<file path="src/rtl/bit_sync_filt.sv">
// Multi-bit level synchroniser with a per-bit persistence filter and registered edge pulses.
// Each bit is an independent channel; no coherency is implied across bits.
`timescale 1ns/1ps
module bit_sync_filt #(
  parameter int                   NUM_STAGES = 2,
  parameter int                   BUS_WIDTH  = 1,
  parameter int                   FILTER_LEN = 1,
  parameter logic [BUS_WIDTH-1:0] RST_VAL    = {BUS_WIDTH{1'b0}}
) (
  input  logic                 CLK,
  input  logic                 RST,
  input  logic [BUS_WIDTH-1:0] ASYNC,
  output logic [BUS_WIDTH-1:0] SYNC,
  output logic [BUS_WIDTH-1:0] RISE,
  output logic [BUS_WIDTH-1:0] FALL,
  output logic                 ANY_EDGE
);

  localparam int               CNT_W   = (FILTER_LEN > 1) ? $clog2(FILTER_LEN) : 1;
  localparam logic [CNT_W-1:0] CNT_MAX = CNT_W'(FILTER_LEN - 1);
  localparam logic [CNT_W-1:0] CNT_ONE = CNT_W'(1);

  logic [BUS_WIDTH-1:0] stage_reg [NUM_STAGES];
  logic [BUS_WIDTH-1:0] raw;
  logic [BUS_WIDTH-1:0] update_next;
  logic [BUS_WIDTH-1:0] sync_reg;
  logic [BUS_WIDTH-1:0] rise_reg;
  logic [BUS_WIDTH-1:0] fall_reg;
  logic                 any_edge_reg;

  // Pure flop chain: metastability is confined to stage 0, nothing sits between stages.
  always_ff @(posedge CLK or negedge RST) begin
    if (!RST) begin
      for (int k = 0; k < NUM_STAGES; k++) begin
        stage_reg[k] <= RST_VAL;
      end
    end else begin
      stage_reg[0] <= ASYNC;
      for (int k = 1; k < NUM_STAGES; k++) begin
        stage_reg[k] <= stage_reg[k-1];
      end
    end
  end

  assign raw = stage_reg[NUM_STAGES-1];

  generate
    for (genvar gi = 0; gi < BUS_WIDTH; gi++) begin : g_chan
      logic [CNT_W-1:0] cnt_reg;
      logic [CNT_W-1:0] cnt_next;
      logic             upd;

      // Counts consecutive mismatch cycles; any agreement restarts the count.
      always_comb begin
        cnt_next = cnt_reg;
        upd      = 1'b0;
        if (raw[gi] == sync_reg[gi]) begin
          cnt_next = '0;
        end else if (cnt_reg == CNT_MAX) begin
          upd      = 1'b1;
          cnt_next = '0;
        end else begin
          cnt_next = cnt_reg + CNT_ONE;
        end
      end

      always_ff @(posedge CLK or negedge RST) begin
        if (!RST) begin
          cnt_reg <= '0;
        end else begin
          cnt_reg <= cnt_next;
        end
      end

      assign update_next[gi] = upd;
    end
  endgenerate

  always_ff @(posedge CLK or negedge RST) begin
    if (!RST) begin
      sync_reg     <= RST_VAL;
      rise_reg     <= '0;
      fall_reg     <= '0;
      any_edge_reg <= 1'b0;
    end else begin
      sync_reg     <= (sync_reg & ~update_next) | (raw & update_next);
      rise_reg     <= update_next & raw;
      fall_reg     <= update_next & ~raw;
      any_edge_reg <= |update_next;
    end
  end

  assign SYNC     = sync_reg;
  assign RISE     = rise_reg;
  assign FALL     = fall_reg;
  assign ANY_EDGE = any_edge_reg;

endmodule

</file>
<file path="config.mk">
export PLATFORM = sky130hd
export DESIGN_NAME = bit_sync_filt
export DESIGN_NICKNAME = d
export VERILOG_FILES = /design/src/rtl/bit_sync_filt.sv
export SDC_FILE = /design/constraint.sdc
export NUM_CORES = 1
export LEC_CHECK = 0
export BUFFER_PORTS_ARGS = -buffer_cell sky130_fd_sc_hd__buf_2
export CAP_MARGIN = 20
export CORE_AREA = 2 2 39 41
export DETAILED_ROUTE_END_ITERATION = 12
export DIE_AREA = 0 0 41 43
export REMOVE_ABC_BUFFERS = 1
export SYNTH_ARGS = -nofsm -noshare
export SYNTH_HDL_FRONTEND = slang
export SYNTH_SLANG_ARGS = --single-unit
</file>
<file path="constraint.sdc">
create_clock -name CLK -period 1.06 [get_ports CLK]
set_input_delay 0.159 -clock CLK [delete_from_list [all_inputs] [get_ports CLK]]
set_output_delay 0.159 -clock CLK [all_outputs]
set_load 0.005 [all_outputs]
</file>
# After elaboration in Yosys (flattened, before gate mapping)
# Index checks and enable logic that the tools add are counted.
# W data, S select, Z words.
dict set report totals {
  register_bits 7
  in_bits 3
  out_inout_bits 4
}
dict set report op_classes {
  addsub 1
  n_eq_ne 1
  mux 4
  bitwise_logic 6
}
# operator n
set op_table {}
lappend op_table {{$mux W1} 4}
lappend op_table {{$and A1 B1 Y1} 3}
lappend op_table {{$not A1 Y1} 2}
lappend op_table {{$add A1 B1 Y1 const B} 1}
lappend op_table {{$eq A1 B1 Y1} 1}
lappend op_table {{$or A1 B1 Y1} 1}

# Logic depth before layout (Yosys ltp)
dict set report depth {
  ltp_word 5
  depth_mapped 3
  ltp_nobuf 3
}

# Least setup slack after synthesis
# Ideal clock, no wire load.
dict set report synth_timing {
  path_kind {reg-to-reg}
  start {reg sync_reg, in the netlist SYNC}
  end {reg sync_reg, in the netlist SYNC}
  t_arrival_ps 808
  t_required_ps 936
  slack_ps 127
  stages_incl_launch_ff 4
  n_path_buf 0
  cell_sequence {dfrtp_1 > inv_1 > ha_1 > or2_1}
}
dict set report synth_between {
  elab_chain_len 5
}
# element line_no
set synth_rtl {}
lappend synth_rtl {{from (decl)} 26} ;# logic [BUS_WIDTH-1:0] sync_reg;
lappend synth_rtl {{from (signal assigned)} 86} ;# sync_reg <= (sync_reg & ~update_next) | (raw & update_next);
lappend synth_rtl {{$eq A1 B1 Y1} 57} ;# if (raw[gi] == sync_reg[gi]) begin
lappend synth_rtl {{$mux W1} 57}
lappend synth_rtl {{$not A1 Y1} 86}
lappend synth_rtl {{$and A1 B1 Y1} 86}
lappend synth_rtl {{$or A1 B1 Y1 (*)} 86}
# Every way passes the cells marked *; elsewhere a longest branch is shown, timed or not.

# Final worst setup path
# Same ends and word-level chain as after synthesis.

==> metrics list <==
- The run finished with clean final reports.
- The count of nets left with antenna violations once routing finished came out at 0.
- Worst hold path class: primary input to flip-flop
- DR vias: 121
* CP endpoint kind: flip-flop
- XOR/XNOR share of the synthesized area: 0
- Synthesized-area fraction occupied by adder cells: 0.183
- Port buffering added 6 buffers.
* CTS H-tree depth: 1
- Data arrives at the worst endpoint at 1080 ps.
- The synthesized netlist occupies a cell area of 205 um^2.
- CP Launch Type: flip-flop
* Number of detailed-route iterations in the first pass: 2
- Maximum number of pins on one net before global-route repair: 7
- Non-filler instance count after layout: 39
- Clock-pin slew was measured on the worst setup and hold paths at 40 ps.
- Sum of internal, switching and leakage power: 0.000519 W
- Minimum setup slack in the final design: 97.6 ps
- The portion of synthesized area spent on multiplexers is 0.
- The initial utilization of the core area, before any placement, comes to 0.148.
- The floorplan step defined a die boundary enclosing 0.00176 mm^2.
- Dividing the final minimum period by the clock period gives 0.908.
- Met3 usage: 0.0628
- After synthesis, the largest family of logic cells by area is adder cells.
* Leakage: 0.158 nW
* Overflow left after global routing: 0
- Of the synthesized area, sequential elements account for 0.732.
* Final setup viols: 0
* Final cell area excluding filler cells: 288 um^2
- In this run the core area contains 14 standard-cell rows.
* Clock latency on the worst-skew pair: 240 ps
* Setup repair after global routing missed its margin: false
- Total placed instance area: 255 um^2
- DIE WIDTH: 41 um
- The share of the synthesized area in compound gates (AO/OA/AOI/OAI) came to 0.
- Met1 Usage GRT: 0.0294
* Clk sinks: 6
- Routability-driven placement finished with a final weighted congestion of 0.555.
- Detail-routed net length per standard cell: 6.87 um
- TritonCTS clock tree: done
- Count of buffers added by post-CTS timing repair for setup: 0
- Global Route met2 Usage: 0.0469
* Synthesis-to-layout area growth: 40.2%
- Sum of routed wire length over all layers: 268 um
* Max Buffers Root-to-Sink: 2
- The synthesized design contains 6 register bits.
- In the layout the commonest cells are sky130_fd_sc_hd__dfrtp_1, sky130_fd_sc_hd__buf_2, sky130_fd_sc_hd__inv_1, sky130_fd_sc_hd__ha_1, sky130_fd_sc_hd__clkbuf_4.
- After detailed routing, the number of vias per cell comes to 3.10.
- Yosys warns: 0
- GRT Overall Usage: 0.0424
- In this run the clock root is driven by a sky130_fd_sc_hd__clkbuf_4.
- Fill count: 146
- Worst Skew: 3.08 ps
- The number of global-route vias before repair came to 107.
- Global-route wire length before repair: 393 um
- Syn avg cell area: 15.8 um^2
* Pre-CTS setup slack: 92.3 ps
- Time the final worst path needs with I/O delays and setup: 962 ps
* Count of different cell masters after synthesis: 4
- Final count of hold timing violations: 0
- Core Area: 0.00138 mm^2
- Slew at the pin closest to its max-slew limit: 138 ps
- The global routing stage identified its most utilized layer as met3.
- Data required time of the worst path: 1180 ps
- Synthesis produced a netlist whose cell count is 13.
* DR iter-0 viols: 2
- Startpoint of the lowest-slack hold path: ASYNC
- In this run the worst path has a maximum fanout of 4.
- Of the cells placed in the final design, the portion with a size suffix greater than 1 is 0.391.
* Maximum achievable frequency: 1.04 GHz
- 0 antenna diodes ended up in the layout.
- Max-cap violations in this run came to 0.
* Aggregate negative setup slack: 0 ps
- In the final design database the tool counted 31 nets.
- Remaining max-slew budget at the tightest pin: 0.908
- In this run the critical register-to-register path is launched from SYNC$_DFF_PN0_.
- Post-synthesis simple-gate area fraction: 0.0305
* Cell count after placement: 35
- Dividing total power by cell area gives a power density of 1800 mW/mm^2.
- Initial antenna violation count: 0
- Number of design rule violations left after detail routing: 0
* Startpoint of the worst setup timing path: SYNC$_DFF_PN0_
* Type of the setup path with the least slack: flip-flop to flip-flop
- Slew Limit Fails: 0
* Max IR drop VDD: 415 uV
* Y dimension of the die: 43 um
* Total clock buffers created by CTS: 3
- Number of I/O pins: 7
## metrics by stage
step / hold WS [ps] / utilization
floorplan: -137 / -
global placement: -15.3 / 0.184
detailed placement: -12.0 / 0.184
CTS: 10.8 / 0.208
global route: 9.71 / 0.208
finish: 24.0 / 0.208
## cells in the mapped netlist (all sizes together)
cell type	instances	share of area
inv	3	0.055
or2	1	0.031
ha	3	0.18
dfrtp	6	0.73
## power breakdown
group	internal (W)	leakage (nW)	switching, W
clock network	0.000127	0.0138	0.0000740
logic	0.0000278	0.0719	0.0000244
registers	0.000254	0.0727	0.0000108
## metal layers
layer  share of wire  vias up
li1                -       58
met4           0.030        0
met3            0.13        2
met1            0.44       54
met2            0.40        7
met5               0        -
## worst max-delay path, stage by stage (launching register included)
cell and delay, ps:
sky130_fd_sc_hd__dfrtp_1 390, sky130_fd_sc_hd__inv_1 60, sky130_fd_sc_hd__ha_1 200, sky130_fd_sc_hd__or2_1 200
## logic make-up (layout without fill, tap and decap cells)
family	count (synthesis)	count (layout)
adder cells (fa/ha/maj)	3	3
AND/OR/NAND/NOR	1	1
flip-flops	6	6
buffers and inverters	3	13
## what timing repair did
item	in CTS	in global routing
hold endpoints to repair	6	0
hold buffers	1	0
setup endpoints to repair	0	0
gates resized for setup	0	0
## final cells by class
cell class,instances,area (um^2),share of cell area
sequential,6,150,0.522
clock buffer,3,22.5,0.0783
tap,16,20.0,0.0696
timing repair buffer,7,40.0,0.139
inverter,3,11.3,0.0391
multi-input combinational,4,43.8,0.152
## worst paths after layout
path / slack, ps / to / cells after the start
max reg2reg: 100 / SYNC$_DFF_PN0_ / 3
min in group asynchronous: 280 / ANY_EDGE$_DFF_PN0_ / 2
max in group asynchronous: 640 / FALL$_DFF_PN0_ / 2
max: 100 / SYNC$_DFF_PN0_ / 3
min reg2reg: 350 / raw$_DFF_PN0_ / 0
min: 20 / stage_reg[1]$_DFF_PN0_ / 1
(Power assumes the default switching activity.)
